--- src/rtl/sar_sequencer.sv ---
// Successive-approximation ADC sequencer: sample/hold phase, then MSB-first bit trials.
// Every output is a register; the result goes out over a valid/ready handshake with a sticky overrun flag.
module sar_sequencer #(
    parameter int N_BITS        = 8,
    parameter int SAMPLE_CYCLES = 2,
    parameter int TRIAL_CYCLES  = 1
) (
    input  logic              clk_in,
    input  logic              rst,
    input  logic              start,
    input  logic              cont,
    input  logic              cmp_in,
    input  logic              out_ready,
    input  logic              clr_ovr,
    output logic              sample_en,
    output logic [N_BITS-1:0] dac_code,
    output logic              busy,
    output logic [N_BITS-1:0] result,
    output logic              out_valid,
    output logic              overrun
);
    localparam int CMAX = (SAMPLE_CYCLES > TRIAL_CYCLES) ? SAMPLE_CYCLES : TRIAL_CYCLES;
    localparam int CW   = $clog2(CMAX + 1);
    localparam int BW   = (N_BITS > 1) ? $clog2(N_BITS) : 1;
    localparam logic [CW-1:0]     SAMP_LAST  = CW'(SAMPLE_CYCLES - 1);
    localparam logic [CW-1:0]     TRIAL_LAST = CW'(TRIAL_CYCLES - 1);
    localparam logic [BW-1:0]     MSB_IDX    = BW'(N_BITS - 1);
    localparam logic [N_BITS-1:0] MSB_CODE   = N_BITS'(1) << (N_BITS - 1);

    typedef enum logic [1:0] {IDLE, SAMPLE, CONVERT} state_e;

    state_e            state_q, state_d;
    logic [CW-1:0]     cnt_q, cnt_d;
    logic [BW-1:0]     bit_q, bit_d;
    logic              sample_en_q, sample_en_d;
    logic              busy_q, busy_d;
    logic [N_BITS-1:0] dac_q, dac_d;
    logic [N_BITS-1:0] result_q, result_d;
    logic              valid_q, valid_d;
    logic              overrun_q, overrun_d;

    logic              trial_end, conv_done;
    logic [N_BITS-1:0] trial_mask, kept_code;

    assign trial_end  = (state_q == CONVERT) && (cnt_q == TRIAL_LAST);
    assign conv_done  = trial_end && (bit_q == '0);
    assign trial_mask = N_BITS'(1) << bit_q;
    assign kept_code  = cmp_in ? dac_q : (dac_q & ~trial_mask);

    always_ff @(posedge clk_in or posedge rst) begin
        if (rst) begin
            state_q     <= IDLE;
            cnt_q       <= '0;
            bit_q       <= '0;
            sample_en_q <= 1'b0;
            busy_q      <= 1'b0;
            dac_q       <= '0;
            result_q    <= '0;
            valid_q     <= 1'b0;
            overrun_q   <= 1'b0;
        end else begin
            state_q     <= state_d;
            cnt_q       <= cnt_d;
            bit_q       <= bit_d;
            sample_en_q <= sample_en_d;
            busy_q      <= busy_d;
            dac_q       <= dac_d;
            result_q    <= result_d;
            valid_q     <= valid_d;
            overrun_q   <= overrun_d;
        end
    end

    always_comb begin
        state_d = state_q;
        cnt_d   = cnt_q;
        bit_d   = bit_q;
        case (state_q)
            IDLE: begin
                if (start) begin
                    state_d = SAMPLE;
                    cnt_d   = '0;
                end
            end
            SAMPLE: begin
                if (cnt_q == SAMP_LAST) begin
                    state_d = CONVERT;
                    cnt_d   = '0;
                    bit_d   = MSB_IDX;
                end else begin
                    cnt_d = cnt_q + CW'(1);
                end
            end
            CONVERT: begin
                if (trial_end) begin
                    cnt_d = '0;
                    if (bit_q == '0) state_d = cont ? SAMPLE : IDLE;
                    else             bit_d   = bit_q - BW'(1);
                end else begin
                    cnt_d = cnt_q + CW'(1);
                end
            end
            default: state_d = IDLE;
        endcase
    end

    always_comb begin
        sample_en_d = (state_d == SAMPLE);
        busy_d      = (state_d != IDLE);
        dac_d       = dac_q;
        result_d    = result_q;
        valid_d     = valid_q & ~out_ready;
        if (state_q == SAMPLE && state_d == CONVERT)
            dac_d = MSB_CODE;
        else if (trial_end)
            dac_d = conv_done ? '0 : (kept_code | (trial_mask >> 1));
        if (conv_done) begin
            result_d = kept_code;
            valid_d  = 1'b1;
        end
        // A fresh result landing on an unconsumed one is an overrun; setting beats clearing.
        overrun_d = (conv_done & valid_q & ~out_ready) | (overrun_q & ~clr_ovr);
    end

    assign sample_en = sample_en_q;
    assign busy      = busy_q;
    assign dac_code  = dac_q;
    assign result    = result_q;
    assign out_valid = valid_q;
    assign overrun   = overrun_q;
endmodule

--- config.mk ---
export PLATFORM = sky130hd
export DESIGN_NAME = sar_sequencer
export DESIGN_NICKNAME = d
export VERILOG_FILES = /design/src/rtl/sar_sequencer.sv
export SDC_FILE = /design/constraint.sdc
export NUM_CORES = 1
export LEC_CHECK = 0
export CAP_MARGIN = 40
export CORE_ASPECT_RATIO = 2
export CORE_MARGIN = 4
export CORE_UTILIZATION = 45
export CTS_BUF_LIST = sky130_fd_sc_hd__clkbuf_16
export DETAILED_ROUTE_END_ITERATION = 12
export PLACE_DENSITY = 0.7
export SLEW_MARGIN = 20
export SYNTH_ARGS = -nofsm -noshare
export SYNTH_HDL_FRONTEND = slang
export SYNTH_SLANG_ARGS = --single-unit
--- constraint.sdc ---
create_clock -name clk_in -period 3.2 [get_ports clk_in]
set_input_delay 0.48 -clock clk_in [delete_from_list [all_inputs] [get_ports clk_in]]
set_output_delay 0.48 -clock clk_in [all_outputs]
set_load 0.02 [all_outputs]
== After elaboration in Yosys (flattened, before gate mapping) ==
Index checks and enable logic that the tools add are counted.

* Bits in registers: 27
* Input port bits: 7
* Output and inout bits: 20
* Logic and storage cells: 62

* Add/subtract/negate cells: 2
* Eq/ne operators: 9
* Shift-type cells: 1
* Multiplexer cells: 19
* Bitwise operators: 10
* Reduce and logical (&&, ||, !) cells: 12

{| class="wikitable"
|+ Operators with widths
! operator !! number
|-
| $mux 8 || 4
|-
| $mux 2 || 7
|-
| $pmux 2 s3 || 2
|-
| $mux 3 || 3
|-
| $and 8x8->8 || 1
|-
| $ne 2x2->1 const B || 4
|-
| $not 8->8 || 1
|-
| $or 8x7->8 || 1
|-
| $shl 1x3->8 const A || 1
|-
| $eq 2x1->1 const B || 3
|-
| $pmux 3 s2 || 1
|-
| $reduce_bool 2->1 || 3
|-
| $and 1x1->1 || 4
|-
| $eq 2x2->1 const B || 2
|-
| $logic_not 2->1 || 2
|-
| $reduce_and 4->1 || 1
|-
| $logic_and 1x1->1 || 3
|-
| $logic_not 3->1 || 1
|-
| $reduce_bool 3->1 || 1
|-
| $sub 3x1->3 const B || 1
|-
| $add 2x1->2 const B || 1
|-
| $mux 1 || 2
|-
| $not 1->1 || 2
|-
| $reduce_and 2->1 || 1
|-
| $or 1x1->1 || 1
|}

== Logic depth before layout (Yosys ltp) ==
* Word-level depth: 8
* Mapped depth: 8
* Gate-level depth less buffers: 6

== Least setup slack after synthesis ==
No wires, ideal clock.

* Kind: register to register
* From: register cnt_q[0]
* To: register dac_q[0] (netlist: dac_code[0])
* Library setup time: 0.087 ns
* Arrival: 1.495 ns
* Required time: 3.113 ns
* Setup slack: 1.619 ns
* Stages on the path, launching flop included: 8
* Path buffers: 1
* Clock period less this slack: 1.581 ns
* Cells stage by stage: dfrtp_1 -> inv_1 -> ha_1 -> buf_4 -> nand3b_1 -> mux2i_1 -> nor3_4 -> a211oi_2

* Word-level cells in the longest chain between the ends: 7
* Elaborated cells between the ends (all ways): 13
* Those cells by class: eq/ne (2); mux (6); reduce/logical (5)

{| class="wikitable"
|+ RTL lines
! element !! RTL line !! text
|-
| start: declaration || 33 || <nowiki>logic [CW-1:0] cnt_q, cnt_d;</nowiki>
|-
| start signal: assignment || 63 || <nowiki>cnt_q <= cnt_d;</nowiki>
|-
| $logic_not 2->1 || 45 || <nowiki>assign trial_end = (state_q == CONVERT) && (cnt_q == TRIAL_LAST);</nowiki>
|-
| $logic_and 1x1->1 || 45 ||
|-
| $mux 2 || 95 || <nowiki>if (trial_end) begin</nowiki>
|-
| $pmux 2 s3 || 78 || <nowiki>case (state_q)</nowiki>
|-
| $eq 2x2->1 || 113 || <nowiki>if (state_q == SAMPLE && state_d == CONVERT)</nowiki>
|-
| $logic_and 1x1->1 || 113 ||
|-
| $mux 8 or $reduce_bool 2->1 (tied branches) || -- ||
|-
| end signal: assignment || 57 || <nowiki>dac_q <= '0;</nowiki>
|-
| end signal: assignment || 67 || <nowiki>dac_q <= dac_d;</nowiki>
|-
| end: declaration || 37 || <nowiki>logic [N_BITS-1:0] dac_q, dac_d;</nowiki>
|}

Parallel ways exist; a longest one is shown, timed or not. The select of a mux whose other input is x is not followed.
A chain may end at the register's enable or synchronous reset.

== Worst setup path in the final report ==
* From: register state_q[0]
* To: register result_q[4] (netlist: result[4])

* Word-level cells in the longest chain between the ends: 3

{| class="wikitable"
|+ RTL lines
! element !! RTL line !! text
|-
| start: declaration || 32 || <nowiki>state_e state_q, state_d;</nowiki>
|-
| start signal: assignment || 62 || <nowiki>state_q <= state_d;</nowiki>
|-
| $eq 2x2->1 || 45 ||
|-
| $logic_and 1x1->1 || 45 ||
|-
| $logic_and 1x1->1 || 46 || <nowiki>assign conv_done = trial_end && (bit_q == '0);</nowiki>
|-
| end signal: assignment || 68 || <nowiki>result_q <= result_d;</nowiki>
|-
| end: declaration || 38 || <nowiki>logic [N_BITS-1:0] result_q, result_d;</nowiki>
|}

Every way passes these cells.

==> impl_metrics.tcl <==
set metrics [dict create \
    outcome "complete, no violations" \
    tightest_slew_ns 0.5243 \
    yosysMostFrequentCell "dfrtp_1" \
    wirelength_mm 3.376 \
    track_usage_pct 16.22 \
    cp.required_ns 3.35 \
    io_pins 27 \
    drc_errors 0 \
    drt_pass1_iterations 5 \
    leakagePower_nw 0.8397 \
    grt-ovfl-total 0 \
    min_period_over_period_pct 63.57 \
    cp_max_fo 14 \
    cp.arrival_ns 2.18 \
    vias_per_cell 5.905 \
    fmax_mhz 491.5 \
    start_util_pct 47.53 \
    drv_slew 0 \
    syn-instance-count 165 \
    clkSinkCount 27 \
    ys_types 37 \
    r2r_slack_ns 1.17 \
    netlist_area_sq_um 1518 \
    drive_gt1_share_pct 5.263 \
    hold_buffers 0 \
    place_congestion 0.7753 \
    post_drt_wl_per_cell_um 15.28 \
    timing.rr.start "state_q[0]$_DFF_PP0_" \
    clock_latency_ns 0.26 \
    r2r_end "result[4]$_DFFE_PP0P_" \
    ys_seq_area_share_pct 44.52 \
    antenna_found_initial 0 \
    cts_resized 0 \
    rsz0062_at_grt "no" \
    hpwl_mm 2.645 \
    drv_cap 0 \
    synthTopCellsByArea "dfrtp_1 (45%), ha_1 (9.9%), nand2_1 (6.2%)" \
    ant_nets 0 \
    placedInstanceArea_sq_um 1800 \
    rows 29 \
    reg2reg_depth 5 \
    fillers 293 \
    vdd_ir_drop_max_v 0.0005594 \
    cp-start-kind "flip-flop" \
    syn_area_per_cell_sq_um 9.198 \
    multi_input_area_sq_um 754.5 \
    hp-start "result[6]$_DFFE_PP0P_" \
    ys_seq_elements 27 \
    die_h_um 90.13 \
    syn_nets 184 \
    endpoint "result[4]$_DFFE_PP0P_" \
    async_flop_share_pct 100.0 \
    min_period_ns 2.034 \
    skew_ns 0.004647 \
    fin_area_sq_um 1879 \
    drtIter0Drc 33 \
    worstSetupEndpointType "flip-flop" \
    synth_ff_type "dfrtp_1" \
    synth_top_cell_area_share_pct 44.52 \
    syn2layout_area_growth_pct 23.83 \
    grt_first_pass_wirelength_mm 5.851 \
    yosysTopAreaCell "dfrtp_1" \
    setup_viol 0 \
    htreeDepth 1 \
    io_buffer_count 26 \
    final.setup.tns_ns 0 \
    grt_start_max_net_pins 16 \
    core_area_sq_um 3193 \
    clk_path_buf_depth 2 \
    min_path_type "flip-flop to flip-flop" \
    cts.clk_slew.worst_paths_ns 0.06 \
    grt_pass1_vias 1368 \
    cts_setup_buffers 0 \
    antenna_cells 0 \
    root_buffer "clkbuf_16" \
    cts_tree "built" \
    crit_start "state_q[0]$_DFF_PP0_" \
    whs_ns 0.4679 \
    synth-edff-count 0 \
    critPathKind "flip-flop to flip-flop" \
    fin_nets 210 \
    slew_headroom_pct 65.01 \
    die_w_um 49.07 \
    regArea_sq_um 675.6 \
    cts_buffers 3 \
    synth-warning-count 0 \
    num_vias 1305 \
    hold_violations 0 \
    synth_common_cells "dfrtp_1 (27), nand2_1 (25), a21oi_1 (18), inv_1 (15), o21ai_0 (15)" \
    power_density_nw_per_um2 775.8 \
    dieArea_sq_um 4422 \
]
## power breakdown
part / total [W] / switching (W) / internal, W / leakage (nW)
clock network: 0.000275 / 0.000108 / 0.000167 / 0.0423
registers: 0.000506 / 0.0000820 / 0.000424 / 0.331
logic: 0.000676 / 0.000403 / 0.000273 / 0.466
## worst min-delay path by stage
stage               depth (start not counted)  slack [ns]                    end
floorplan                                   1        0.49   cnt_q[1]$_DFFE_PP0P_
global placement                            2        0.45  result[5]$_DFFE_PP0P_
detailed placement                          2        0.46  result[5]$_DFFE_PP0P_
CTS                                         2        0.47  result[6]$_DFFE_PP0P_
global route                                2        0.51  result[5]$_DFFE_PP0P_
finish                                      2        0.47  result[6]$_DFFE_PP0P_
## critical path: stages, from the launching register on
cell     delay, ns
dfrtp_1       0.43
inv_1         0.10
ha_1          0.43
and3b_1       0.29
nand2_1       0.28
mux2_2        0.37
## cell usage in the layout (no fill, tap or decap), types with 2 or more instances in the layout
master	instances
nand2_1	25
dfrtp_1	27
nand3_1	2
nand2b_1	6
a21oi_1	18
inv_1	16
o31ai_1	2
nor2b_1	2
clkbuf_16	3
a22o_1	2
clkdlybuf4s50_1	26
o21ai_0	15
nor2_1	5
nand4_1	4
and2_1	3
ha_1	12
mux2_2	2
## final cells by class
class | count | area share (%)
clock buffer | 3 | 3.995
clock inverter | 1 | 0.1997
inverter | 15 | 2.996
multi-input combinational | 117 | 40.15
sequential | 27 | 35.95
tap | 31 | 2.064
timing repair buffer | 27 | 14.65
## per-stage QoR
stage | util (%) | total power (W) | std cells | setup WS (ns)
6_report | 58.86 | 0.001458 | 221 | 1.166
5_1_grt | 58.86 | 0.001570 | 221 | 0.9682
4_1_cts | 58.86 | 0.001466 | 221 | 1.171
3_5_place_dp | 56.39 | 0.001187 | 217 | 1.178
3_3_place_gp | 55.92 | 0.001157 | 216 | 1.218
2_1_floorplan | - | 0.0009540 | 165 | 1.619
## flip-flops by register name, indices dropped and copies added (netlist names)
name       count
state_q        2
dac_code       8
bit_q          3
busy           1
sample_en      1
result         8
out_valid      1
cnt_q          2
overrun        1
## per-layer routing
metal / GRT usage (%) / vias up / wire length, um
li1: - / 616 / -
met1: 16.13 / 616 / 1164
met2: 29.42 / 53 / 1909
met3: 2.483 / 20 / 150
met4: 10.34 / 0 / 152
met5: 0 / - / 0
## cells by family after synthesis
kind of cell               count (synthesis)  synth area share, %
buffers and inverters                     21                5.771
muxes                                      3                2.143
adders and majority gates                 12                9.893
DFF                                       27                44.52
and+or+nand+nor                           53                17.56
AOI/OAI and AO/OA                         48                19.54
xor gates and xnor gates                   1               0.5772
Note: power is estimated with default switching activity, not from simulation.
==> variant, RTL diff (same flow settings) <==
Take the reset off `result_q` and load it in a clocked block of its own.
--- a/src/rtl/sar_sequencer.sv
+++ b/src/rtl/sar_sequencer.sv
@@ -56,5 +56,4 @@
             busy_q      <= 1'b0;
             dac_q       <= '0;
-            result_q    <= '0;
             valid_q     <= 1'b0;
             overrun_q   <= 1'b0;
@@ -66,8 +65,11 @@
             busy_q      <= busy_d;
             dac_q       <= dac_d;
-            result_q    <= result_d;
             valid_q     <= valid_d;
             overrun_q   <= overrun_d;
         end
+    end
+
+    always_ff @(posedge clk_in) begin
+        result_q <= result_d;
     end
 
Function: no difference found for any inputs over 10 cycles, from zero or initial values and one cycle with rst high; that may be too few to reach the edited logic, so the function may still have changed.
==> variant against the original RTL <==
Area after synthesis down 3.5%; setup slack better by 0.16 ns; largest cell class is now flip-flops and latches; hold slack worse by 0.086 ns; sequential cell count unchanged; critical path type unchanged; first-iteration DRC count down 45%; routed wire length down 10%; largest power group unchanged; power down 7.2%; final area down 1.9%; core utilization down 0.47 points.
==> variant: results (changes against the original RTL) <==
total global-route track usage=15.4% (-0.77 points); CP Max Fanout=9 (-5); Post-DP HPWL=2450 um (-7.6%); Slew @ Worst Pin=0.440 ns (-0.0846 ns); Post-Place Cell Area=1750 um2 (-2.8%); via count=1,124 (-14%); post-synthesis compound-gate area fraction=17.6% (-1.9 points); multiplexer share of the synthesized area=0.683% (-1.5 points); Routability Congestion=0.831 (+7.2%); top area cells in the synthesized netlist=dfrtp_1 32%, edfxtp_1 16%, ha_1 11%, inv_1 3.8%, nand2_1 3.8%; post-synthesis adder-cell area fraction=11.1% (+1.2 points); Mapped Nets=163 (-11%); XOR/XNOR Fraction of Synth Area=0% (-0.58 points); internal power=0.000844 W (-2.3%); status=finished, final reports clean; reg2reg start=bit_q[1]; layout cells sized above 1=5.23% (-0.031 points); largest net degree at the start of global routing=20 (+4); LEAKAGE=0.791 nW (-5.8%); R2R Setup Slk=1.33 ns (+0.16 ns); first-pass GRT wire length=5350 um (-8.6%); Avg WL per Cell=15.0 um (-2.0%); Netlist cell types=35 (-5.4%); sequential share of the synthesized area=48.8% (+4.3 points); initial drt markers=18 (-45%)
## variant: cell types whose count changed after synthesis, moves of 4 or more
cell / change
dfrtp_1: -8
a21oi_1: -8
edfxtp_1: +8
buf_2: -4
o21ai_1: +4
nand2_1: -10
nand4_1: -4
a21boi_0: +6
o21ai_0: -11
## variant: how the worst max path moves through the flow
stage               start        end  slack [ns]  cells past startpoint
2_1_floorplan  state_q[0]   bit_q[2]        1.55                      7
4_1_cts          bit_q[1]  result[0]        1.31                      5
3_3_place_gp     bit_q[1]  result[1]        1.40                      5
5_1_grt          bit_q[1]  result[0]        1.17                      5
6_report         bit_q[1]  result[0]        1.33                      5
3_5_place_dp     bit_q[1]  result[2]        1.33                      5
## variant: cells by family (layout without fill, tap and decap cells)
group / Yosys count / in the layout
and+or+nand+nor: 46 / 46
DFF: 27 / 27
muxes: 1 / 1
buffers and inverters: 17 / 46
AOI/OAI and AO/OA: 39 / 39
adders and majority gates: 13 / 13
## variant: layout make-up
type,count,area [um2]
fillers,282,1310
inverters,15,56.3
flip-flops and latches,27,716
multi-input cells,99,678
well taps,31,38.8
clock buffers,3,75.1
repair buffers,27,275
clock inverters,1,3.75
## variant: routing by layer
layer | routed length [um] | vias up | track usage [%]
li1 | - | 557 | -
met1 | 1060 | 533 | 13.9
met2 | 1800 | 26 | 32.0
met3 | 101 | 8 | 2.19
met4 | 78 | 0 | 7.05
met5 | 0 | - | 0
## variant: power by group through the flow
| stage | clock (W) | sequential [W] | combinational [W] |
|---|---|---|---|
| 2_1_floorplan | 0 | 0.000539 | 0.000351 |
| 3_3_place_gp | 0 | 0.000493 | 0.000570 |
| 3_5_place_dp | 0 | 0.000498 | 0.000589 |
| 4_1_cts | 0.000283 | 0.000491 | 0.000592 |
| 5_1_grt | 0.000298 | 0.000503 | 0.000654 |
| 6_report | 0.000278 | 0.000491 | 0.000584 |
## variant: worst reg2reg max path, cell delays in order, from the launching register on
cell and delay, ns:
dfrtp_1 0.42, inv_1 0.15, ha_1 0.33, and2b_1 0.25
nand2_1 0.11, inv_1 0.28
## variant: through the flow
step,hold WS [ns],cells
after detailed placement,0.508,198
after global routing,0.389,203
after CTS,0.526,202
after global placement,0.510,198
after floorplan,0.431,143
final,0.382,203
